$ cat src/rtl/edge_detect_multi.sv
// Multi-channel synchronised, glitch-filtered edge detector with per-channel edge select.
// Ports: clk, rst (sync, active-high), level/mode/filt_len in; lvl_filt/tick out.
// Optional EDGE_DETECT_CNT_EN adds cnt_clr in and edge_cnt out (16-bit saturating per channel).
module edge_detect_multi #(
  parameter int CH          = 4,
  parameter int SYNC_STAGES = 2,
  parameter int FILT_W      = 8
) (
  input  logic              clk,
  input  logic              rst,
  input  logic [CH-1:0]     level,
  input  logic [2*CH-1:0]   mode,
  input  logic [FILT_W-1:0] filt_len,
`ifdef EDGE_DETECT_CNT_EN
  input  logic              cnt_clr,
  output logic [16*CH-1:0]  edge_cnt,
`endif
  output logic [CH-1:0]     lvl_filt,
  output logic [CH-1:0]     tick
);

  localparam logic [2:0] ARM_LAST = 3'(SYNC_STAGES);

  logic [CH-1:0]     sync_q [SYNC_STAGES];
  logic [CH-1:0]     sync;
  logic [FILT_W-1:0] cnt_q [CH];
  logic [FILT_W-1:0] cnt_d [CH];
  logic [CH-1:0]     filt_q, filt_d;
  logic [CH-1:0]     tick_q, tick_d;
  logic [2:0]        arm_q;
  logic              armed_q;
  logic [FILT_W:0]   len_eff;

  assign sync = sync_q[SYNC_STAGES-1];
  assign len_eff = (filt_len == '0) ? (FILT_W+1)'(1)
                                    : {1'b0, filt_len};

  always_ff @(posedge clk) begin
    if (rst) begin
      for (int s = 0; s < SYNC_STAGES; s++)
        sync_q[s] <= '0;
    end else begin
      sync_q[0] <= level;
      for (int s = 1; s < SYNC_STAGES; s++)
        sync_q[s] <= sync_q[s-1];
    end
  end

  // Unarmed for SYNC_STAGES+1 edges so the
  // chain flushes before edges can qualify.
  always_ff @(posedge clk) begin
    if (rst) begin
      arm_q   <= '0;
      armed_q <= 1'b0;
    end else if (!armed_q) begin
      arm_q <= arm_q + 3'd1;
      if (arm_q == ARM_LAST)
        armed_q <= 1'b1;
    end
  end

  always_comb begin
    filt_d = filt_q;
    tick_d = '0;
    for (int i = 0; i < CH; i++) begin
      cnt_d[i] = cnt_q[i];
      if (!armed_q) begin
        filt_d[i] = sync[i];
        cnt_d[i]  = '0;
      end else if (sync[i] == filt_q[i]) begin
        cnt_d[i] = '0;
      end else if (({1'b0, cnt_q[i]} + (FILT_W+1)'(1))
                   >= len_eff) begin
        filt_d[i] = ~filt_q[i];
        cnt_d[i]  = '0;
        // rising uses mode bit 2i, falling 2i+1
        tick_d[i] = filt_q[i] ? mode[2*i+1]
                              : mode[2*i];
      end else begin
        cnt_d[i] = cnt_q[i] + FILT_W'(1);
      end
    end
  end

  always_ff @(posedge clk) begin
    if (rst) begin
      filt_q <= '0;
      tick_q <= '0;
      for (int i = 0; i < CH; i++)
        cnt_q[i] <= '0;
    end else begin
      filt_q <= filt_d;
      tick_q <= tick_d;
      for (int i = 0; i < CH; i++)
        cnt_q[i] <= cnt_d[i];
    end
  end

  assign lvl_filt = filt_q;
  assign tick     = tick_q;

`ifdef EDGE_DETECT_CNT_EN
  logic [15:0] ecnt_q [CH];

  always_ff @(posedge clk) begin
    if (rst || cnt_clr) begin
      for (int i = 0; i < CH; i++)
        ecnt_q[i] <= '0;
    end else begin
      for (int i = 0; i < CH; i++)
        if (tick_q[i] && ecnt_q[i] != 16'hFFFF)
          ecnt_q[i] <= ecnt_q[i] + 16'd1;
    end
  end

  for (genvar g = 0; g < CH; g++) begin : g_cnt
    assign edge_cnt[16*g +: 16] = ecnt_q[g];
  end
`endif

endmodule

$ cat config.mk
export PLATFORM = sky130hd
export DESIGN_NAME = edge_detect_multi
export DESIGN_NICKNAME = d
export VERILOG_FILES = /design/src/rtl/edge_detect_multi.sv
export SDC_FILE = /design/constraint.sdc
export NUM_CORES = 1
export LEC_CHECK = 0
export CORE_MARGIN = 4
export CORE_UTILIZATION = 32
export DETAILED_ROUTE_END_ITERATION = 6
export PLACE_DENSITY = 0.5
export REMOVE_ABC_BUFFERS = 1
export SYNTH_ARGS = -nofsm -noshare
export SYNTH_HDL_FRONTEND = slang
export SYNTH_SLANG_ARGS = --single-unit
$ cat constraint.sdc
create_clock -name clk -period 5.4 [get_ports clk]
set_input_delay 0.81 -clock clk [delete_from_list [all_inputs] [get_ports clk]]
set_output_delay 0.81 -clock clk [all_outputs]
set_load 0.1 [all_outputs]
Word-level counts from Yosys, hierarchy flattened. Memory sizes are Yosys's and may differ from the RTL's. Index checks and enable logic that the tools add are counted.

Input port bits: 22. Memories kept: 2. Bits in registers: 12. Output and inout port bits: 8. Memory bits (writable): 40.

Memory list: cnt_q (words 4, width 8, read ports 4, clocked after Yosys merged registers in 0, wr ports 4, RTL line 26) `logic [FILT_W-1:0] cnt_q [CH];`; sync_q (words 2, width 4, read ports 2, clocked after Yosys merged registers in 0, wr ports 2, RTL line 24) `logic [CH-1:0] sync_q [SYNC_STAGES];`.

Reduce and logical (&&, ||, !) cells: 9. Equality and inequality tests: 13. Add/sub/neg operators: 9. Multiplexer cells: 40. Bitwise operators: 15. Magnitude comparators: 4.

Operators with widths (number): $mux W8 (17); $add A8 B1 Y9 const B (4); $ge A9 B8 Y1 (4); $add A8 B1 Y8 const B (4); $mux W1 (21); $reduce_or A4 Y1 (4); $not A1 Y1 (9); $logic_not A8 Y1 (1); $mux W4 (2); $ne A2 B1 Y1 const B (4); $ne A2 B2 Y1 const B (4); $reduce_and A2 Y1 (4); $or A1 B1 Y1 (6); $eq A1 B1 Y1 (4); $add A3 B1 Y3 const B (1); $eq A3 B2 Y1 const B (1).

Longest topological paths before layout. Gate-level depths: netlist (run 1).

Depth after elaboration: 7. Mapped depth: 11.

Worst setup path after synthesis (run 1). OpenSTA, ideal clock, no wires.

Kind: input -> register. Start: in filt_len[4]. End: mem cnt_q[1][4]. Setup time: 62 ps. Buffers on the path: 1. Setup slack: 2825 ps. Arrival: 2513 ps. Stages on the path: 9. Cells stage by stage: nor4_1 a41o_1 ha_1 nor2b_1 o21ai_0 nand4_1 or4b_1 buf_6 nor2b_2.

RTL lines: start, declared (RTL line 13) `input logic [FILT_W-1:0] filt_len,`; end, declared (RTL line 26).

==> summary.md, run 1 <==
| Metric | Value |
|---|---|
| Post-layout minimum cycle time | `approximately 3100 ps` |
| Post-Route Skew | `approximately 4.7 ps` |
| Number of violations reported at the end of detailed-routing iteration 0 | `84` |
| Total clock buffers created by CTS | `5` |
| Leakage | `between 1 and 1.5 nW` |
| Number of port buffers | `29` |
| Maximum number of pins on one net before global-route repair | `17` |
| Layout net count | `around 400` |
| Global-route wire length before repair | `between 9000 and 10000 microns` |
| Count of flip-flops with a built-in enable after synthesis | `0` |
| Final-layout worst hold slack | `~440 ps` |
| Critical Path Fanout Max | `8` |
| Number of rows in the core area | `34` |
| Synthesized cell area | `approximately 0.0029 sq mm` |
| Run status | `finished, final reports clean` |
| Nature of the critical path endpoint | `flop` |
| Detail-routed via count per cell | `approximately 4.7` |
| Fraction of final layout cells sized beyond drive strength 1 | `roughly 7.8%` |
| Peak VDD IR | `roughly 0.14 mV` |
| Placed Instances | `about 430` |
| Share of the cycle needed by the critical path after routing | `between 50% and 60%` |
| Area of the die | `between 0.01 and 0.015 sq mm` |
| Number of failing setup endpoints in the final timing report | `0` |
| GRT met2 Usage | `a little under a fifth` |
| Detailed placement HPWL | `around 4500 microns` |
| Antenna violations before repair | `0` |
| Sequential share of the synthesized area | `36.5%` |
| Setup TNS | `0 ps` |
| Root buffer selected by CTS | `sky130_fd_sc_hd__clkbuf_8` |
| Setup Buffers After CTS | `0` |
| Die Ht | `about 100 microns` |
| Syn avg cell area | `between 9 and 10 sq um` |
| DRC violations left | `0` |
| Number of distinct library cells after synthesis | `33` |
| Initial core utilization | `32.9%` |
| Average wire per standard cell | `between 10 and 15 microns` |
| Post-synthesis to final-layout area growth | `17.9%` |
| Via count | `2092` |
| Worst hold start | `sync_q[0][2]$_SDFF_PP0_` |
| Type of the worst setup path | `primary input to flop` |
| Bufs and invs on worst path | `1` |
| Clk slew on worst S/H paths | `100 ps` |
| Area post-placement | `between 0.003 and 0.004 sq mm` |
| GRT met3 Usage | `around 2.5%` |
| CTS hold repair buffers | `0` |
| Cts repair resizes | `0` |
| Buffer levels on the longest clock path | `2` |
| Startpoint of the lowest-slack register-to-register path | `cnt_q[2][2]$_SDFF_PP0_` |
| YS warnings | `0` |
| Max-cap violation count | `0` |
| Instance count of the mapped netlist | `300` |
| Total power per unit cell area | `240 mW/mm^2` |
| Grt met1 use | `between 10% and 20%` |
| Tightest Pin Transition | `between 900 and 1000 ps` |
| Layout Cell Area excl Fill | `approximately 0.0034 sq mm` |
| Placer Congestion | `between 0.7 and 0.8` |
| Fin. max-slew vios | `0` |
| Overall power consumption | `0.807 mW` |
| Highest achievable clock rate | `0.320 GHz` |
| CP startpoint | `filt_len[4]` |
| Kind of cell with the highest combined delay on the critical path | `simple AND/OR/NAND/NOR gates` |
| Rel. slew slack | `about 34%` |
| Highest-delay cell along the critical path | `sky130_fd_sc_hd__or4b_1` |
| TritonCTS clock tree | `built` |
| Antenna diode count | `0` |
| Pre-antenna DRT Iters | `4` |
| CP startpoint kind | `primary input` |
| Number of I/O pins | `30` |
| Total routing resource utilization after global routing | `around 12%` |
| Grt peak-use layer | `met2` |
| Leading cell type in the layout, fill and taps excluded | `sky130_fd_sc_hd__dfxtp_1` |
| Worst hold path class | `flop to flop` |
| Congestion Overflow GR | `0` |
| Number of H-tree levels | `2` |
| Crit-path cells | `clkdlybuf4s50_1 -> nor4_1 -> a41o_1 -> ha_1 -> nor2b_1 -> o21ai_0 -> nand4_1 -> or4b_1 -> nor2b_2` |
| Number of non-filler instances in the completed layout | `441` |
| Clock latency on the worst-skew pair | `300 ps` |
| Core Region | `0.00868 sq mm` |
| Die width | `between 100 and 150 microns` |
| Arrival time of data at the critical path endpoint | `between 3000 and 4000 ps` |
| Antenna violation net count after detailed routing | `0` |
| Commonest cells after routing, fill and taps aside | `sky130_fd_sc_hd__dfxtp_1, sky130_fd_sc_hd__ha_1, sky130_fd_sc_hd__clkdlybuf4s50_1` |
| Final number of hold-violating endpoints | `0` |
| Via count of the first global-routing pass | `roughly 2000` |
| Async S/R FF share, synth | `0%` |
| Dominant register cell in the synthesized netlist | `sky130_fd_sc_hd__dfxtp_1` |
| Layout fillers | `~910` |
| Unrepaired setup endpoints after global routing | `no` |
| Register bit count reported by yosys | `between 50 and 60` |
| Delay of the slowest cell on the worst path | `between 600 and 700 ps` |
| Sink count of the clock tree | `52` |
| Required time of the worst setup path | `roughly 5700 ps` |
| Post-detailed-routing wire length | `5760 microns` |
-- metrics by stage --
stage	util, %	worst slack [ps]
floorplan	-	2630
finish	38.8	2280
detailed placement	37.5	1960
CTS	38.8	2270
global route	38.8	2060
global placement	37.5	2040
-- final timing paths --
path                             endpoint  slack [ps]  cells after the start
setup / recovery   cnt_q[2][6]$_SDFF_PP0_        2280                      9
hold / removal    sync_q[0][6]$_SDFF_PP0_         440                      1
setup reg to reg   cnt_q[2][6]$_SDFF_PP0_        2400                     10
hold reg to reg   sync_q[0][6]$_SDFF_PP0_         440                      1
-- logic make-up (layout without fill, tap and decap cells) --
logic type,after synthesis,after routing,share of synthesized area (%)
simple gates,119,119,23.8
fa+ha+maj,38,38,16.7
mux,6,6,2.11
xor+xnor,30,30,9.21
buf+inv,21,54,3.29
compound gates,34,34,8.47
flops,52,52,36.5
-- layout make-up --
class	instances	area [sq um]	share of cell area (%)
multi-input cells	227	1720	51.1
flip-flops and latches	52	1040	31.0
repair buffers	30	298	8.85
well taps	108	135	4.02
clock buffers	6	72.6	2.16
inverters	16	60.1	1.79
clock inverters	2	38.8	1.15
-- sequential cells by signal, summed over array words and instances (netlist names) --
| register | count |
|---|---|
| cnt_q | 32 |
| lvl_filt | 4 |
| arm_q | 3 |
| armed_q | 1 |
| sync_q | 8 |
| tick | 4 |
-- synthesized netlist by cell type (5+ instances only) --
| cell | n | share of area, % |
|---|---|---|
| sky130_fd_sc_hd__inv_1 | 15 | 2.0 |
| sky130_fd_sc_hd__a21oi_1 | 8 | 1.4 |
| sky130_fd_sc_hd__nand3_1 | 13 | 2.3 |
| sky130_fd_sc_hd__mux2i_1 | 6 | 2.1 |
| sky130_fd_sc_hd__ha_1 | 38 | 17 |
| sky130_fd_sc_hd__nor2_1 | 14 | 1.8 |
| sky130_fd_sc_hd__xor2_1 | 14 | 4.3 |
| sky130_fd_sc_hd__and3_1 | 18 | 3.9 |
| sky130_fd_sc_hd__nor2b_1 | 19 | 4.2 |
| sky130_fd_sc_hd__nand2_1 | 22 | 2.9 |
| sky130_fd_sc_hd__o21ai_0 | 6 | 1.1 |
| sky130_fd_sc_hd__a211oi_1 | 5 | 1.3 |
| sky130_fd_sc_hd__dfxtp_1 | 52 | 36 |
| sky130_fd_sc_hd__xnor2_1 | 16 | 4.9 |
| sky130_fd_sc_hd__nor2b_2 | 12 | 3.7 |
-- power by group --
part / total, mW / internal, mW / switching [mW] / leakage [nW]
combinational: 0.114 / 0.0506 / 0.0636 / 1.02
sequential: 0.418 / 0.400 / 0.0174 / 0.422
clock: 0.275 / 0.140 / 0.135 / 0.0558
total: 0.807 / 0.591 / 0.216 / 1.50
-- routing by layer --
layer | part of all wire (%) | vias to the layer above
met1 | 52 | 941
met3 | 3.6 | 7
met4 | 1.0 | 0
met2 | 43 | 34
met5 | 0 | -
li1 | - | 1110
(Power assumes the default switching activity.)
==> run 2: changes to the inputs <==
==> constraint.sdc (replaced) <==
create_clock -name clk -period 2.9 [get_ports clk]
set_input_delay 0.435 -clock clk [delete_from_list [all_inputs] [get_ports clk]]
set_output_delay 0.435 -clock clk [all_outputs]
set_load 0.1 [all_outputs]
==> run 2 against run 1 <==
  * First-iteration DRC count decreased by 26%
  * Hold slack improved by 0.76 ps
  * Routed wire length is 2.5% higher
  * Global-route usage about the same
  * Non-clock buffer count grew 16
==> summary.md, run 2 (synthesis results as in run 1) <==
| Metric | Value |
|---|---|
| Run status | `finished, final reports clean` |
| Placer Congestion | `0.765 (+4.7%)` |
| Die width | `102 microns (unchanged)` |
| Number of H-tree levels | `2 (unchanged)` |
| Maximum number of pins on one net before global-route repair | `19 (+2)` |
| Buffer levels on the longest clock path | `2 (unchanged)` |
| Layout net count | `408 (+4.1%)` |
| Top reg by flops | `cnt_q` |
| Post-route worst setup slack | `165 ps (-2110 ps)` |
| Share of the cycle needed by the critical path after routing | `roughly 94%` |
| Area of the die | `0.0105 sq mm (unchanged)` |
| Fraction of final layout cells sized beyond drive strength 1 | `17.5% (+9.7 points)` |
| DRC violations left | `0 (unchanged)` |
| Initial core utilization | `32.9% (unchanged)` |
| Critical Path Fanout Max | `8 (unchanged)` |
| Number of failing setup endpoints in the final timing report | `0 (unchanged)` |
| Layout Cell Area excl Fill | `0.00349 sq mm (+3.8%)` |
| Final number of hold-violating endpoints | `0 (unchanged)` |
| Global-route wire length before repair | `9910 microns (about the same)` |
| Fin. max-slew vios | `0 (unchanged)` |
| Commonest cells after routing, fill and taps aside | `sky130_fd_sc_hd__dfxtp_1, sky130_fd_sc_hd__ha_1, sky130_fd_sc_hd__buf_4` |
| Rel. slew slack | `65.7% (+31 points)` |
| Sink count of the clock tree | `52 (unchanged)` |
| Root buffer selected by CTS | `sky130_fd_sc_hd__clkbuf_8` |
| Placed Instances | `449 (+3.7%)` |
| Number of port buffers | `29 (unchanged)` |
| Antenna violation net count after detailed routing | `0 (unchanged)` |
| Worst hold path class | `flop to flop` |
| Total clock buffers created by CTS | `5 (unchanged)` |
| Kind of cell with the highest combined delay on the critical path | `simple AND/OR/NAND/NOR gates` |
| Flip-flop count of the largest register, all copies and words added | `32 (unchanged)` |
| Bufs and invs on worst path | `1 (unchanged)` |
| Pre-antenna DRT Iters | `4 (unchanged)` |
| Congestion Overflow GR | `0 (unchanged)` |
| Core Region | `0.00868 sq mm (unchanged)` |
| Clk slew on worst S/H paths | `100 ps (about the same)` |
| Area post-placement | `0.00335 sq mm (+3.1%)` |
| Setup Buffers After CTS | `0 (unchanged)` |
| Die Ht | `102 microns (unchanged)` |
| Number of rows in the core area | `34 (unchanged)` |
| Peak VDD IR | `0.254 mV (+81%)` |
| Leakage | `1.60 nW (+6.9%)` |
| Number of I/O pins | `30 (unchanged)` |
| Most Frequent Cell on Critical Path | `sky130_fd_sc_hd__and3_4` |
| Average wire per standard cell | `12.9 microns (-1.1%)` |
| Antenna diode count | `0 (unchanged)` |
| Total power per unit cell area | `417 mW/mm^2 (+74%)` |
| TritonCTS clock tree | `built` |
| Detailed placement HPWL | `4750 microns (+5.1%)` |
| Post-synthesis to final-layout area growth | `22.4%` |
| Via count of the first global-routing pass | `2056 (+2.2%)` |
| Post-Route Skew | `5.49 ps (+0.810 ps)` |
| Delay of the slowest cell on the worst path | `470 ps (-220 ps)` |
| Unrepaired setup endpoints after global routing | `no` |
| Total routing resource utilization after global routing | `12.1% (+0.038 points)` |
| Required time of the worst setup path | `3160 ps (-2490 ps)` |
| Area of the multi-input gates | `0.00176 sq mm (+2.3%)` |
| Antenna violations before repair | `0 (unchanged)` |
| Number of violations reported at the end of detailed-routing iteration 0 | `62 (-26%)` |
| Post-detailed-routing wire length | `5910 microns (+2.5%)` |
| Highest-delay cell along the critical path | `sky130_fd_sc_hd__or4b_1` |
| Area of all sequential standard cells | `0.00104 sq mm (+0.36%)` |
| Number of non-filler instances in the completed layout | `457 (+3.6%)` |
| Highest achievable clock rate | `between 0.3 and 0.4 GHz` |
| Largest registers | `cnt_q x32, sync_q x8` |
| Via count | `2160 (+3.3%)` |
| Final-layout worst hold slack | `445 ps (+0.759 ps)` |
| CP startpoint kind | `flop` |
| Type of the worst setup path | `flop to flop` |
| Detail-routed via count per cell | `4.73 (-0.36%)` |
| Place WS | `-41.7 ps (-2000 ps)` |
| Crit-path cells | `and3_4 -> and3_4 -> nand3_1 -> xnor2_2 -> ha_1 -> and3_1 -> a221oi_2 -> o21ai_2 -> or4b_1 -> buf_4 -> nor2b_2` |
| Arrival time of data at the critical path endpoint | `2990 ps (-380 ps)` |
| Nature of the critical path endpoint | `flop` |
| Layout fillers | `888 (-1.9%)` |
| Post-layout minimum cycle time | `~2700 ps` |
| Leading cell type in the layout, fill and taps excluded | `sky130_fd_sc_hd__dfxtp_1` |
| Setup TNS | `0 ps (unchanged)` |
| Tightest Pin Transition | `513 ps (-470 ps)` |
| Max-cap violation count | `0 (unchanged)` |
| Clock latency on the worst-skew pair | `310 ps (about the same)` |
run 2: changes by cell type in the layout (fill, tap and decap cells not counted), sizes merged:
cell           before  now
buf                 1   25
clkinvlp            0    1
clkinv              1    2
clkbuf              6    5
clkdlybuf4s50      29   21
bufinv              1    0
run 2: where the power goes:
group	switching, mW	total [mW]	internal [mW]	leakage (nW)
logic	0.124	0.234	0.110	1.13
registers	0.0315	0.778	0.746	0.423
clock network	0.268	0.446	0.178	0.0463
run 2: area by class of cell:
class / instances / area share (%)
timing repair buffer: 46 / 11.4
tap: 108 / 3.87
multi-input combinational: 227 / 50.3
inverter: 16 / 1.72
sequential: 52 / 29.9
clock inverter: 3 / 0.788
clock buffer: 5 / 1.97
run 2: repair_timing:
item / in CTS / in global routing
endpoints found under the setup margin: 0 / 24
resized for setup: 0 / 11
hold buffers: 0 / 0
run 2: path summary, 6_finish.rpt:
kind / cells past startpoint / from / slack, ps / endpoint
setup / recovery: 11 / cnt_q[2][3]$_SDFF_PP0_ / 170 / cnt_q[2][6]$_SDFF_PP0_
hold / removal: 1 / sync_q[0][3]$_SDFF_PP0_ / 450 / sync_q[0][7]$_SDFF_PP0_
setup reg to reg: 11 / cnt_q[2][3]$_SDFF_PP0_ / 170 / cnt_q[2][6]$_SDFF_PP0_
hold reg to reg: 1 / sync_q[0][3]$_SDFF_PP0_ / 450 / sync_q[0][7]$_SDFF_PP0_
run 2: worst reg2reg max path, stage by stage (launching register included):
cell and delay (ps):
sky130_fd_sc_hd__dfxtp_2 360, sky130_fd_sc_hd__and3_4 190, sky130_fd_sc_hd__and3_4 190, sky130_fd_sc_hd__nand3_1 110
sky130_fd_sc_hd__xnor2_2 160, sky130_fd_sc_hd__ha_1 320, sky130_fd_sc_hd__and3_1 200, sky130_fd_sc_hd__a221oi_2 270
sky130_fd_sc_hd__o21ai_2 100, sky130_fd_sc_hd__or4b_1 470, sky130_fd_sc_hd__buf_4 200, sky130_fd_sc_hd__nor2b_2 110
run 2: layer usage:
metal	GRT usage, %	share of wire, %	up-vias
met4	3.03	1.0	0
li1	-	-	1141
met3	2.59	4.5	7
met1	17.2	51	967
met2	18.4	44	45
met5	0	0	-
run 2: stage by stage:
step | power, mW | util (%)
after floorplan | 0.933 | -
after detailed placement | 1.03 | 38.6
after CTS | 1.48 | 39.7
after global placement | 1.03 | 38.6
after global routing | 1.54 | 40.2
final | 1.46 | 40.2
==> run 3: changes to the inputs <==
--- a/config.mk
+++ b/config.mk
@@ -5,9 +5,9 @@
 export SDC_FILE = /design/constraint.sdc
 export NUM_CORES = 1
 export LEC_CHECK = 0
-export CORE_MARGIN = 4
 export CORE_UTILIZATION = 32
 export DETAILED_ROUTE_END_ITERATION = 6
+export GPL_ROUTABILITY_DRIVEN = 0
 export PLACE_DENSITY = 0.5
 export REMOVE_ABC_BUFFERS = 1
 export SYNTH_ARGS = -nofsm -noshare
==> run 3 against run 2 <==
  * Fmax shrank 1.9%
  * Sequential power is essentially flat
  * Total power shrank 0.61%
  * Combinational power shrank 2%
  * Critical path depth is the same
  * Non-clock buffer count shrank 4
  * Register-to-register slack lost 50 ps
  * Die area shrank 11%
  * Sequential cell count is the same
  * Routed wire length shrank 3.1%
  * Final area shrank 0.43%
  * Critical path type unchanged
==> summary.md, run 3 (synthesis results as in run 1) <==
| Metric | Value |
|---|---|
| Average wire per standard cell | `12.6 microns (-2.2%)` |
| Area of the multi-input gates | `0.00177 sq mm (+0.64%)` |
| DRC violations left | `0 (unchanged)` |
| Type of the worst setup path | `flop to flop` |
| Fraction of final layout cells sized beyond drive strength 1 | `17.4% (-0.087 points)` |
| Layout Cell Area excl Fill | `0.00348 sq mm (-0.43%)` |
| Number of I/O pins | `30 (unchanged)` |
| Worst hold path class | `flop to flop` |
| Root buffer selected by CTS | `sky130_fd_sc_hd__clkbuf_8` |
| Post-layout minimum cycle time | `2790 ps (+52.1 ps)` |
| Unrepaired setup endpoints after global routing | `no` |
| Post-Route Skew | `10.8 ps (+5.28 ps)` |
| Leakage | `1.58 nW (-1.5%)` |
| Share of the cycle needed by the critical path after routing | `96.1% (+1.8 points)` |
| Via count | `2114 (-2.1%)` |
| Number of H-tree levels | `2 (unchanged)` |
| CP startpoint kind | `flop` |
| Detailed placement HPWL | `4600 microns (-3.0%)` |
| Critical Path Fanout Max | `8 (unchanged)` |
| Highest-delay cell along the critical path | `sky130_fd_sc_hd__or4b_1` |
| Global-route wire length before repair | `9630 microns (-2.8%)` |
| Rel. slew slack | `66.9% (+1.3 points)` |
| Area of all sequential standard cells | `0.00104 sq mm (unchanged)` |
| Pre-antenna DRT Iters | `4 (unchanged)` |
| Final number of hold-violating endpoints | `0 (unchanged)` |
| Largest registers | `cnt_q x32, sync_q x8` |
| Final-layout worst hold slack | `449 ps (+3.69 ps)` |
| Most Frequent Cell on Critical Path | `sky130_fd_sc_hd__and3_1` |
| Layout net count | `404 (-0.98%)` |
| Delay of the slowest cell on the worst path | `490 ps (+20 ps)` |
| Total clock buffers created by CTS | `5 (unchanged)` |
| Number of violations reported at the end of detailed-routing iteration 0 | `51 (-18%)` |
| Fin. max-slew vios | `0 (unchanged)` |
| Run status | `finished, final reports clean` |
| Max-cap violation count | `0 (unchanged)` |
| TritonCTS clock tree | `built` |
| Maximum number of pins on one net before global-route repair | `19 (unchanged)` |
| Number of rows in the core area | `34 (unchanged)` |
| Sink count of the clock tree | `52 (unchanged)` |
| Post-detailed-routing wire length | `5720 microns (-3.1%)` |
| Arrival time of data at the critical path endpoint | `3050 ps (+60 ps)` |
| Antenna violations before repair | `0 (unchanged)` |
| Utilization after layout | `40.1% (-0.17 points)` |
| Number of port buffers | `29 (unchanged)` |
| Commonest cells after routing, fill and taps aside | `sky130_fd_sc_hd__dfxtp_1, sky130_fd_sc_hd__ha_1, sky130_fd_sc_hd__nand2_1` |
| Area post-placement | `0.00332 sq mm (-0.90%)` |
| Peak VDD IR | `0.336 mV (+32%)` |
| Initial core utilization | `32.9% (unchanged)` |
| Crit-path cells | `and3_4 -> and3_1 -> nand3_2 -> xnor2_2 -> ha_1 -> and3_1 -> a221oi_2 -> o21ai_2 -> or4b_1 -> buf_6 -> nor2b_2` |
| Tightest Pin Transition | `494 ps (-18.8 ps)` |
| Post-synthesis to final-layout area growth | `21.9%` |
| Buffer levels on the longest clock path | `2 (unchanged)` |
| Number of failing setup endpoints in the final timing report | `0 (unchanged)` |
| Congestion Overflow GR | `0 (unchanged)` |
| Die width | `96.4 microns (-5.9%)` |
| Detail-routed via count per cell | `4.67 (-1.3%)` |
| Reg2reg setup slack | `110 ps (-50 ps)` |
| Die Ht | `96.4 microns (-5.9%)` |
| Highest achievable clock rate | `0.359 GHz (-1.9%)` |
| Via count of the first global-routing pass | `2062 (+0.29%)` |
| Antenna diode count | `0 (unchanged)` |
| Clock latency on the worst-skew pair | `310 ps (about the same)` |
| Top reg by flops | `cnt_q` |
| Layout fillers | `911 (+2.6%)` |
| Area of the die | `0.00930 sq mm (-11%)` |
| Antenna violation net count after detailed routing | `0 (unchanged)` |
| Required time of the worst setup path | `3160 ps (about the same)` |
| Leading cell type in the layout, fill and taps excluded | `sky130_fd_sc_hd__dfxtp_1` |
| Clk slew on worst S/H paths | `110 ps (about the same)` |
| Total routing resource utilization after global routing | `13.7% (+1.6 points)` |
| Nature of the critical path endpoint | `flop` |
| Flip-flop count of the largest register, all copies and words added | `32 (unchanged)` |
| Total power per unit cell area | `416 mW/mm^2 (-0.18%)` |
| CTS hold repair buffers | `0 (unchanged)` |
| Core Region | `0.00868 sq mm (unchanged)` |
run 3: changes by cell type in the layout (fill, tap and decap cells not counted), sizes merged:
cell / previous run / this run
buf: 25 / 21
run 3: repair_timing:
action,CTS,global route
buffers inserted,0,0
endpoints found under the setup margin,0,25
resized for setup,0,15
run 3: worst paths after layout:
| kind | startpoint | to | cells past startpoint |
|---|---|---|---|
| max | cnt_q[2][3]$_SDFF_PP0_ | cnt_q[2][5]$_SDFF_PP0_ | 11 |
| max reg2reg | cnt_q[2][3]$_SDFF_PP0_ | cnt_q[2][5]$_SDFF_PP0_ | 11 |
| min reg2reg | cnt_q[1][0]$_SDFF_PP0_ | cnt_q[1][0]$_SDFF_PP0_ | 1 |
| min | cnt_q[1][0]$_SDFF_PP0_ | cnt_q[1][0]$_SDFF_PP0_ | 1 |
run 3: critical path, delay by kind of cell, from the launching register on:
kind,cells,cell delay (ps)
flops,1,360
xor+xnor,1,150
simple gates,6,1310
compound gates,2,420
buf+inv,1,170
fa+ha+maj,1,320
run 3: where the power goes:
group,leakage (nW),internal (mW),switching (mW)
registers,0.423,0.746,0.0323
logic,1.11,0.107,0.123
clock network,0.0463,0.178,0.262
total,1.58,1.03,0.418
run 3: cell type report:
class,instances,area share (%)
clock buffer,5,1.98
clock inverter,3,0.792
inverter,16,1.73
multi-input combinational,227,50.9
sequential,52,30.0
tap,108,3.89
timing repair buffer,42,10.7
run 3: per-layer routing:
layer  wire [microns]  GRT usage (%)  share of wire [%]
met1             2930           17.9                 51
met2             2560           22.7                 45
met3              171           2.74                3.0
met4               55           4.04               0.96
met5                0              0                  0
run 3: stage by stage:
stage	setup TNS [ps]	setup slack [ps]	instances	total power [mW]
3_5_place_dp	-1090	-89.8	445	1.03
6_report	0	113	453	1.45
4_1_cts	0	50.5	453	1.48
5_1_grt	0	2.58	453	1.53
2_1_floorplan	0	260	295	0.933
3_3_place_gp	0	8.36	445	1.03
==> RTL change 1 (settings of run 2) <==
The option `EDGE_DETECT_CNT_EN` is turned on by a define.
--- a/src/rtl/edge_detect_multi.sv
+++ b/src/rtl/edge_detect_multi.sv
@@ -1,6 +1,8 @@
 // Multi-channel synchronised, glitch-filtered edge detector with per-channel edge select.
 // Ports: clk, rst (sync, active-high), level/mode/filt_len in; lvl_filt/tick out.
 // Optional EDGE_DETECT_CNT_EN adds cnt_clr in and edge_cnt out (16-bit saturating per channel).
+`define EDGE_DETECT_CNT_EN
+
 module edge_detect_multi #(
   parameter int CH          = 4,
   parameter int SYNC_STAGES = 2,
Interface: changed (added cnt_clr and edge_cnt); port bits go from 30 to 95. The function was not compared with the original's and may differ.
==> RTL change 1 against run 2 <==
Total power grew to 3.0 times the old value. Sequential cell count grew 64. Count of clock-buffer cells in the layout grew 21. Highest routed layer unchanged. Routed wire length grew 140%. Worst setup slack gained 28 ps. Synthesized area grew 120%. Cell area grew 130%. Sequential power grew 140%. Sequential share of layout area grew 7.8 points.
==> RTL change 1: results (changes against run 2) <==
metric;value;unit;change
outcome;finished clean;;unchanged
post-CTS setup buffer count;0;;unchanged
wire per inst;14.6;um;was 12.9 um
largest registers;ecnt_q (64), cnt_q (32), sync_q (8);;was cnt_q (32), sync_q (8)
number of cells in the finished layout apart from fillers;976;;was 457
Adder-Cell Fraction of Synth Area;8.55;%;was 16.7%
first-pass GRT wire length;24.1;mm;was 9.91 mm
Clk Latency, worst-skew pair;400;ps;was 310 ps
cells taking the most area after synthesis;edfxtp_1, dfxtp_1, ha_1, xor2_1, nor2_1;;was dfxtp_1, ha_1, xnor2_1, xor2_1, nor2b_1
Lkg Pwr;0.00316;uW;was 0.00160 uW
largest net degree at the start of global routing;20;;was 19
Inserted Clock Buffers;17;;was 5
Post-synth top cells;nor2_1, edfxtp_1, dfxtp_1, nand3_1, xor2_1;;was dfxtp_1, ha_1, nand2_1, nor2b_1, and3_1
final hold slack;448;ps;was 445 ps
multiplexer area fraction after synthesis;0.998;%;was 2.11%
distinct cell type count after synthesis;48;;was 33
actual transition at the worst max-transition pin;625;ps;was 513 ps
register bank with the most flops;ecnt_q;;was cnt_q
HPWL after DPL;10.7;mm;was 4.75 mm
Port-buffer cells;94;;was 29
placed cell areas;7280;um^2;was 3350 um^2
Clock H-tree levels;4;;was 2
Finished Core Util;42.0;%;was 40.2%
cell chosen for the clock root;clkbuf_16;;was clkbuf_8
register area share after synthesis;48.2;%;was 36.5%
Worst Setup Slack, final;193;ps;was 165 ps
All-Layer GR Usage;13.8;%;was 12.1%
number of global-route vias before repair;4836;;was 2056
net count reported at finish;794;;was 408
Pre-Repair DR Iteration Count;5;;was 4
GP Congestion;0.838;;was 0.765
worst vdd rail ir drop;0.418;mV;was 0.254 mV
vias per cell;4.82;;was 4.73
Critical Path Max Stage Delay;500;ps;was 470 ps
clock-pin slew reported for the worst setup and hold paths after clock tree synthesis;50;ps;was 100 ps
clock skew after layout;7.69;ps;was 5.49 ps
proportion of layout cells with a drive suffix above 1;19.4;%;was 17.5%
layout filler cell count;1859;;was 888
Critical Path AT;3050;ps;was 2990 ps
post-placement cell count;944;;was 449
share of the synthesized netlist area taken by xor and xnor gates;11.7;%;was 9.21%
synthesized-area fraction occupied by ao, oa, aoi and oai cells;4.97;%;was 8.46%
Worst Setup Slack post-DPL;-4.25;ps;was -41.7 ps
RTL change 1: changes by cell type in the layout (fill, tap and decap cells not counted), moves of 7 or more:
cell and change:
edfxtp_1 +64, buf_4 +65, xor2_1 +32, nand2_1 +15, and4_1 +7, nand4_1 +16, nand3_1 +35, clkbuf_16 +18
nor2_1 +75, inv_1 +9, nor2b_1 +11, xnor2_1 +19
RTL change 1: report_power, final:
part / internal [uW] / leakage, uW / switching, uW
registers: 1800 / 0.00114 / 87.8
clock network: 1200 / 0.000266 / 686
logic: 175 / 0.00176 / 442
total: 3170 / 0.00316 / 1220
RTL change 1: final timing paths:
kind	startpoint	endpoint	cells after the start
hold / removal	sync_q[0][2]	sync_q[0][6]	1
setup / recovery	cnt_q[0][2]	cnt_q[0][7]	11
setup reg to reg	cnt_q[0][2]	cnt_q[0][7]	11
hold reg to reg	sync_q[0][2]	sync_q[0][6]	1
RTL change 1: what timing repair did:
action,4_1_cts,5_1_grt
endpoints found under the setup margin,0,25
resized for setup,0,15
hold buffers,0,0
RTL change 1: layout make-up:
class | instances | share of cell area [%]
flip-flops and latches | 116 | 37.7
clock inverters | 6 | 0.334
well taps | 234 | 3.72
multi-input cells | 457 | 39.1
inverters | 24 | 1.14
clock buffers | 26 | 6.48
repair buffers | 113 | 11.5
RTL change 1: per-layer routing:
metal  up-vias  global-route usage (%)  wire length [um]
met2        97                    21.9              6720
li1       2372                       -                 -
met1      2220                    18.2              6790
met4         0                    4.37               154
met3        13                    4.07               603
met5         -                       0                 0
RTL change 1: worst register-to-register path, cell delays in order (launching register included):
cell and delay (ps):
dfxtp_2 360, nand3_2 130, nor2_2 170, nand3_1 130, xnor2_2 170, ha_1 330, and3_1 210, a221oi_2 270
o21ai_2 110, or4b_1 500, buf_6 170, nor2b_2 110
==> RTL change 2 (settings of run 2) <==
Made on the original files. Put one more register stage on the output `tick`, cleared by the reset. The value now appears one clock later. The other outputs are not delayed to match.
--- a/src/rtl/edge_detect_multi.sv
+++ b/src/rtl/edge_detect_multi.sv
@@ -97,7 +97,13 @@
   end
 
   assign lvl_filt = filt_q;
-  assign tick     = tick_q;
+  always_ff @(posedge clk) begin
+    if (rst) begin
+      tick <= '0;
+    end else begin
+      tick <= tick_q;
+    end
+  end
 
 `ifdef EDGE_DETECT_CNT_EN
   logic [15:0] ecnt_q [CH];
Behaviour: not the same (a bounded check fails within 10 cycles, from zero or initial values and one cycle with rst high).
==> RTL change 2 against run 2 <==
Sequential cell count rose by 4. Worst setup slack gained 170 ps. Cell area decreased by 0.50%. Critical path depth is 1 lower. Utilization decreased by 0.97 points. Count of clock-buffer cells in the layout increased by 2. Synthesized area up 3.7%. Routed wire length decreased by 3.5%. Total power increased by 3.6%. Die area grew 3.4%. Critical path type unchanged. Critical endpoint is now cnt_q[1][7]. Largest cell class unchanged.
==> RTL change 2: results (changes against run 2) <==
metric;value;unit;change
outcome;finished clean;;unchanged
first-pass GRT wire length;9.53;mm;was 9.91 mm
actual transition at the worst max-transition pin;302;ps;was 513 ps
Critical Path Max Stage Delay;520;ps;was 470 ps
cell chosen for the clock root;clkbuf_8;;unchanged
clock skew after layout;5.96;ps;was 5.49 ps
power spent charging and discharging nets;392;uW;was 423 uW
total inserted antenna cells;0;;unchanged
number of global-route vias before repair;2028;;was 2056
proportion of layout cells with a drive suffix above 1;10.7;%;was 17.5%
initial detailed-routing violation count;18;;was 62
net count reported at finish;407;;was 408
worst reg2reg setup slack;340;ps;was 170 ps
Port-buffer cells;29;;unchanged
largest net degree at the start of global routing;24;;was 19
cells taking the most area after synthesis;dfxtp_1, ha_1, nor2b_1, xor2_1, a21o_1;;was dfxtp_1, ha_1, xnor2_1, xor2_1, nor2b_1
Pre-Repair DR Iteration Count;6;;was 4
critical path peak fanout;8;;unchanged
GP Congestion;0.721;;was 0.765
worst vdd rail ir drop;0.192;mV;was 0.254 mV
HPWL after DPL;4.43;mm;was 4.75 mm
critical path endpoint;cnt_q[1][7];;was cnt_q[2][6]
All-Layer GR Usage;11.0;%;was 12.1%
distinct cell type count after synthesis;36;;was 33
register area share after synthesis;37.9;%;was 36.5%
Post-synth top cells;dfxtp_1, ha_1, nor2b_1, nor2_1, xor2_1;;was dfxtp_1, ha_1, nand2_1, nor2b_1, and3_1
vias per cell;4.57;;was 4.73
Lkg Pwr;0.00163;uW;was 0.00160 uW
layout filler cell count;914;;was 888
wire per inst;12.5;um;was 12.9 um
cell count of the worst reg-to-reg path;10;;was 11
slowest stage cell, crit path;or4_4;;was or4b_1
[RTL change 2: per-stage QoR]
stage	setup WS (ps)	std cells	hold WS, ps	instance area (um^2)	utilization [%]
global route	79.9	455	462	3470	39.3
finish	339	455	444	3470	39.3
floorplan	574	305	414	2930	-
detailed placement	31.5	448	423	3380	38.2
global placement	47.5	448	417	3380	38.2
CTS	299	455	451	3470	39.3
[RTL change 2: final cells by class]
class                   instances  area (um^2)  area share [%]
flip-flops and latches         56         1120            32.3
inverters                      16         60.1            1.73
well taps                     108          135            3.89
clock buffers                   7         96.3            2.77
multi-input cells             233         1750            50.3
repair buffers                 35          315            9.07
[RTL change 2: cell families after synthesis]
group	Yosys count	share of synthesized area [%]
fa+ha+maj	38	16.1
compound gates	34	8.12
simple gates	125	23.7
xor+xnor	30	9.13
flops	56	37.9
buf+inv	22	3.09
mux	6	2.03
[RTL change 2: worst min-delay path by stage]
stage | startpoint | cells past startpoint | to | slack, ps
finish | tick_q[2] | 1 | tick[2] | 440
global route | tick_q[2] | 1 | tick[2] | 460
CTS | sync_q[0][3] | 1 | sync_q[0][7] | 450
detailed placement | sync_q[0][2] | 1 | sync_q[0][6] | 420
global placement | sync_q[0][3] | 1 | sync_q[0][7] | 420
floorplan | sync_q[0][0] | 1 | sync_q[0][4] | 410
[RTL change 2: power groups by stage]
stage	sequential [uW]	clock, uW	combinational (uW)
after CTS	833	486	232
after global routing	839	502	256
after detailed placement	851	0	231
after floorplan	866	0	129
final	833	450	228
after global placement	850	0	228
[RTL change 2: per-layer routing]
layer / track usage [%] / wire [um]
met1: 14.9 / 3020
met2: 17.0 / 2460
met3: 2.73 / 155
met4: 3.32 / 62
met5: 0 / 0
